==> config.mk <==
export PLATFORM = sky130hd
export DESIGN_NAME = mux_rr
export DESIGN_NICKNAME = d
export VERILOG_FILES = /design/src/rtl/mux_rr.sv
export SDC_FILE = /design/constraint.sdc
export NUM_CORES = 1
export LEC_CHECK = 0
export CAP_MARGIN = 30
export CORE_MARGIN = 3
export CORE_UTILIZATION = 45
export DETAILED_ROUTE_END_ITERATION = 12
export DONT_BUFFER_PORTS = 1
export SLEW_MARGIN = 20
export SYNTH_ARGS = -nofsm -noshare
export SYNTH_HDL_FRONTEND = slang
export SYNTH_SLANG_ARGS = --single-unit
==> constraint.sdc <==
create_clock -name clk -period 3.7 [get_ports clk]
set_clock_uncertainty 0.2 [all_clocks]
set_input_delay 1.11 -clock clk [delete_from_list [all_inputs] [get_ports clk]]
set_output_delay 1.11 -clock clk [all_outputs]
set_load 0.01 [all_outputs]
==> src/rtl/mux_rr.sv <==
// mux_rr: N-channel valid/ready multiplexer with a one-entry registered output.
//
// Channel selection is either driven externally by iSel (MODE 0) or by a
// round-robin arbiter (MODE 1). The winning channel's word is captured into
// the output register one clock after the input handshake.
//
// Ports:
//   clk    - clock, all state updates on the rising edge
//   reset  - synchronous active-high reset
//   iData  - NUM_CH packed words, channel k at [k*DATA_WIDTH +: DATA_WIDTH]
//   iValid - per-channel valid
//   oReady - per-channel ready (combinational, at most one bit high)
//   iSel   - channel select, used in MODE 0 only
//   oMux   - registered selected word
//   oValid - oMux holds an undelivered word
//   oChan  - source channel of the word in oMux
//   iReady - downstream ready
module mux_rr #(
    parameter int DATA_WIDTH = 32,
    parameter int NUM_CH     = 4,
    parameter int SEL_W      = 2,
    parameter int MODE       = 0
) (
    input  logic                         clk,
    input  logic                         reset,
    input  logic [NUM_CH*DATA_WIDTH-1:0] iData,
    input  logic [NUM_CH-1:0]            iValid,
    output logic [NUM_CH-1:0]            oReady,
    input  logic [SEL_W-1:0]             iSel,
    output logic [DATA_WIDTH-1:0]        oMux,
    output logic                         oValid,
    output logic [SEL_W-1:0]             oChan,
    input  logic                         iReady
);

    // NUM_CH at the one-bit-wider width used for index arithmetic.
    localparam logic [SEL_W:0] NUM_CH_X = (SEL_W+1)'(NUM_CH);
    localparam logic [SEL_W-1:0] LAST_CH = SEL_W'(NUM_CH - 1);

    logic [DATA_WIDTH-1:0] mux_reg;
    logic [SEL_W-1:0]      chan_reg;
    logic                  valid_reg;
    logic [SEL_W-1:0]      ptr_reg;

    logic [DATA_WIDTH-1:0] ch_data [NUM_CH];
    logic                  load_en;
    logic                  grant_valid;
    logic [SEL_W-1:0]      grant_idx;
    logic                  xfer_in;
    logic [SEL_W-1:0]      ptr_next;

    genvar gi;
    generate
        for (gi = 0; gi < NUM_CH; gi++) begin : g_unpack
            assign ch_data[gi] = iData[gi*DATA_WIDTH +: DATA_WIDTH];
        end
    endgenerate

    // The register can accept a word when empty or when it drains this cycle.
    assign load_en = !valid_reg || iReady;

    always_comb begin
        logic [SEL_W:0] scan_idx;
        grant_valid = 1'b0;
        grant_idx   = '0;
        scan_idx    = '0;
        if (MODE == 0) begin
            // Select values past the last channel never grant.
            if ({1'b0, iSel} < NUM_CH_X) begin
                if (iValid[iSel]) begin
                    grant_valid = 1'b1;
                    grant_idx   = iSel;
                end
            end
        end else begin
            // Scan ptr, ptr+1, ... modulo NUM_CH; first valid channel wins.
            for (int i = 0; i < NUM_CH; i++) begin
                scan_idx = {1'b0, ptr_reg} + (SEL_W+1)'(i);
                if (scan_idx >= NUM_CH_X) begin
                    scan_idx = scan_idx - NUM_CH_X;
                end
                if (!grant_valid && iValid[scan_idx[SEL_W-1:0]]) begin
                    grant_valid = 1'b1;
                    grant_idx   = scan_idx[SEL_W-1:0];
                end
            end
        end
    end

    // Nothing is accepted while reset is held.
    assign xfer_in  = grant_valid && load_en && !reset;
    assign ptr_next = (grant_idx == LAST_CH) ? '0 : grant_idx + 1'b1;

    generate
        for (gi = 0; gi < NUM_CH; gi++) begin : g_ready
            assign oReady[gi] = xfer_in && (grant_idx == SEL_W'(gi));
        end
    endgenerate

    always_ff @(posedge clk) begin
        if (reset) begin
            mux_reg   <= '0;
            chan_reg  <= '0;
            valid_reg <= 1'b0;
            ptr_reg   <= '0;
        end else if (xfer_in) begin
            // Covers both a plain load and a back-to-back deliver+reload.
            mux_reg   <= ch_data[grant_idx];
            chan_reg  <= grant_idx;
            valid_reg <= 1'b1;
            if (MODE != 0) begin
                ptr_reg <= ptr_next;
            end
        end else if (iReady) begin
            // Word delivered with nothing to replace it; data/chan are kept.
            valid_reg <= 1'b0;
        end
    end

    assign oMux   = mux_reg;
    assign oChan  = chan_reg;
    assign oValid = valid_reg;

endmodule

Word level (Yosys, flattened, before mapping). Index checks and enable logic that the tools add are counted.

Equal/unequal tests: 3. Bitwise gates (word level): 1. Magnitude comparators: 2. Mux-type cells: 9. Reductions and logical operators: 11.

Operators with widths (count): binary-select mux 32 bit (select 2 bit) (1); 2-to-1 mux 32 bit (2); logical AND 1 bit (6); equality test 2 bit (second input constant) (2); 2-to-1 mux 1 bit (4); greater-or-equal comparator 3 bit (second input constant) (1); < comparator 2 x 3 -> 1 bit (second input constant) (1); NOT 2 -> 3 bit (1); binary-select mux 1 bit (select 2 bit) (1); equality test 2 x 1 -> 1 bit (second input constant) (1); logical NOT 1 bit (2); logical NOT 2 bit (1); 2-to-1 mux 2 bit (1); nonzero test 2 bit (1); logical OR 1 bit (1).

Bits in registers: 35. Logic and storage cells: 29.

Logic depth before layout (Yosys ltp).
Depth in word-level cells: 7. Depth in mapped cells: 7. Mapped depth without buffers: 4.

Worst setup path after synthesis. OpenSTA, ideal clock, no wires.

Path kind: input port to output port. From: input iSel[0]. To: output oReady[2]. Data arrival time: 2167 ps. Cell stages on the path: 7. Required time: 2390 ps. Slack: 223 ps. Cell sequence: buf_6 -> nand2b_1 -> buf_2 -> a21boi_2 -> buf_2 -> nand2_1 -> nor2_1.

Cells in the longest elaborated chain, start to end: 6. Elaborated cells on any way between the ends: 8. Those cells by class: 1 x eq/ne; 4 x mux; 3 x reduce/logical.

Ends and longest elaborated chain: from (decl) (RTL line 29) `input logic [SEL_W-1:0] iSel,`; binary-select mux 1 bit (select 2 bit) (RTL line 70) `if (iValid[iSel]) begin`; 2-to-1 mux 1 bit (not written as such) (RTL line 70); 2-to-1 mux 1 bit (RTL line 70); logical AND 1 bit (2 in a row) (RTL line 91) `assign xfer_in = grant_valid && load_en && !reset;`; logical AND 1 bit (*) (RTL line 96) `assign oReady[gi] = xfer_in && (grant_idx == SEL_W'(gi));`; to (decl) (RTL line 28) `output logic [NUM_CH-1:0] oReady,`.

Mark *: on every way between the ends. The rest lies on a longest branch, timed or not. The select of a mux whose other input is x is not followed.

Worst setup path after layout. Ends and elaborated chain as after synthesis.

==> summary.md <==
| Metric | Value |
|---|---|
| Adder-cell share of the synthesized area | 0 |
| Crit path kind | primary input to output port |
| CTS tree | done |
| CTS max path bufs | 2 |
| Sequential area share after synthesis | 0.344 |
| F_max | between 300 and 400 MHz |
| CTS Sinks | 35 |
| Syn. warnings | 0 |
| Largest net degree at the start of global routing | 39 |
| Buf+Inv Stages, Crit Path | 0 |
| Worst reg2reg path endpoint | oChan[0] |
| GR Overflow Total | 0 |
| Max cap viols | 0 |
| IO Count | 176 |
| # resized after CTS | 0 |
| Simple-Gate Fraction of Synth Area | 0.0461 |
| Die width | 73.3 µm |
| Hold path cells | 2 |
| CP endpoint kind | output port |
| CP max FO | 9 |
| CTS buffer count | 5 |
| CTS Hold Bufs | 0 |
| Final WS setup | ~660 ps |
| Met1 Wirelength | between 2 and 2.5 mm |
| Total Wirelength | 6.38 mm |
| DR pass1 iterations | 4 |
| Share of layout cells above drive strength 1 | 0.0922 |
| Nets | ~340 |
| Die Y | 73.3 µm |
| Total GRT Usage | 0.222 |
| R2R setup slack | roughly 1700 ps |
| RR Startpoint | oValid |
| Antenna Cells | 0 |
| Die area | 5370 µm² |
| Mapped Cells | 223 |
| Post-Syn Nets | 360 |
| Worst vdd ir | roughly 0.19 mV |
| Highest-delay cell along the critical path | a21boi_2 |
| Post-CTS Setup Inserts | 0 |
| Worst-margin pin slew | around 700 ps |
| # rows | 23 |
| Initial antenna violation count | 0 |
| Detailed Place HPWL | ~4.7 mm |
| Clock slew at reported path FFs | ~60 ps |
| Leak | approximately 0.72 nW |
| Met2 WL post-DR | roughly 3.2 mm |
| Routed Antenna Nets | 0 |
| Synth unique cells | 23 |
| Largest family of logic cells by synthesized area | compound AO/OA/AOI/OAI gates |
| Core Box Area | 4170 µm² |
| Initial core utilization | 0.488 |
| R2R cell count | 5 |
| Power density over the cells | approximately 430 nW/µm² |
| Mux cell area share after synthesis | 0.0215 |
| Yosys reg bits | 35 |
| Clk_lat worst skew | 270 ps |
| Post-route DRC | 0 |
| # setup viols final | 0 |
| P&R area growth vs syn | 2.52% |
| H-tree levels | 2 |
| Hold Path Sink | oChan[0] |
| Wire length per cell | 24.9 µm |
| IO buf count | 0 |
| Run status | completed |
| Crit path max-delay family | simple AND/OR/NAND/NOR gates |
| Worst setup SP type | primary input |
| Avg Vias per Cell | 7.75 |
| Vias | about 2000 |
| Vias in the first global route | ~2000 |
| Compound-Gate Fraction of Synth Area | 0.508 |
| Setup_tns | 0 ps |
| Pre-CTS WS | 667 ps |
| Crit-path cells | nand2b_1 > a21boi_2 > nand2_1 > nor2_1 |
| Max-slew headroom | 0.533 |
| RSZ-0062 raised after global routing | no |
| Root Buffer | clkbuf_8 |
| Global-route wire length before repair | 9.22 mm |
| Final min period | just over 3000 ps |
| WP data arrival | 1730 ps |
| Gpl congestion | about 0.85 |
| Final Slew Violations | 0 |
| Mapped Area | slightly above 2000 µm² |
| Avg Cell Area, Syn | just over 9 µm² |
| Min-delay src | oChan[0] |
| Req. time, crit path | between 2000 and 2500 ps |
| DRC marker count from the first detailed-route iteration | 92 |
| Final worst path period share | 0.821 |
| Max Used Layer | met4 |
| Post-Synth XOR/XNOR Area | 0 |
| HP Class | flop to flop |
| Fin. Hold Viols | 0 |
| DR WL met3 | ~770 µm |
| Slowest stage delay, CP | about 210 ps |
[flip-flops by register name, summed over array words and instances, names as in the netlist]
name / cells
oMux: 32
oChan: 2
oValid: 1
[layer usage]
layer / GRT usage / vias up
li1: - / 911
met1: 0.245 / 919
met2: 0.388 / 144
met3: 0.0780 / 11
met4: 0.0820 / 0
met5: 0 / -
[cell usage in the layout, fill, tap and decap left out]
cell	synthesis	layout
mux2i_1	1	1
mux4_2	1	1
a32o_1	32	32
buf_4	3	7
clkbuf_8	0	5
a221o_1	32	32
nand2_1	7	7
and3_1	1	1
inv_1	1	1
a21boi_2	1	1
clkbuf_1	17	1
o22ai_1	32	32
nor2_1	7	6
o31ai_1	1	1
mux2_2	1	1
nand3_2	1	1
dfxtp_1	35	35
nor2b_1	1	1
nand2b_1	2	2
buf_12	0	1
a21oi_1	35	35
or2_2	1	1
nor2_2	0	1
[through the flow]
step                      instance area (µm²)  utilization  hold slack (ps)  std cells  total power, mW
after floorplan                          2040            -              274        223            0.631
after global placement                   2010        0.483              306        250            0.651
after global routing                     2090        0.500              344        256            0.946
after detailed placement                 2010        0.483              306        250            0.660
after CTS                                2090        0.500              314        256            0.909
final                                    2090        0.500              311        256            0.898
[cell usage after synthesis]
cell type  number  area [µm²]
nand2_1         7        26.3
mux2i_1         1        10.0
o22ai_1        32         200
and3_1          1        6.26
nand3_2         1        10.0
nor2b_1         1        6.26
or2_2           1        6.26
buf_6           3        33.8
nor2_1          7        26.3
mux4_2          1        22.5
mux2_2          1        11.3
a21oi_1        35         175
inv_1           1        3.75
buf_2           7        35.0
dfxtp_1        35         701
buf_4           3        22.5
buf_1           1        3.75
a32o_1         32         320
clkbuf_1       17        63.8
nand2b_1        2        12.5
a21boi_2        1        11.3
a221o_1        32         320
o31ai_1         1        7.51
[cells by family after synthesis]
kind of cell           count (synthesis)
multiplexers                           3
buffers and inverters                 32
AO/OA/AOI/OAI                        133
AND/OR/NAND/NOR                       20
flip-flops                            35
[tightest hold or removal path: stages (launching register included)]
cell	delay (ps)
dfxtp_1	350
nand2_1	70
a21oi_1	50
[final cells by class]
class | instances | area, µm²
fillers | 385 | 2090
multi-input cells | 156 | 1170
flip-flops and latches | 35 | 701
clock buffers | 6 | 72.6
repair buffers | 8 | 72.6
well taps | 50 | 62.6
inverters | 1 | 3.75
[worst max-delay path by stage]
stage	cells after the start	startpoint	to
4_1_cts	4	iSel[0]	oReady[2]
3_3_place_gp	2	iSel[1]	oReady[0]
2_1_floorplan	7	iSel[0]	oReady[2]
5_1_grt	2	iSel[1]	oReady[0]
6_report	4	iSel[0]	oReady[2]
3_5_place_dp	4	iSel[0]	oReady[2]
[report_power, final]
group	switching [mW]	internal, mW
Sequential	0.0503	0.419
Clock	0.120	0.125
Combinational	0.0932	0.0906
Power figures use the tool's default switching activity.
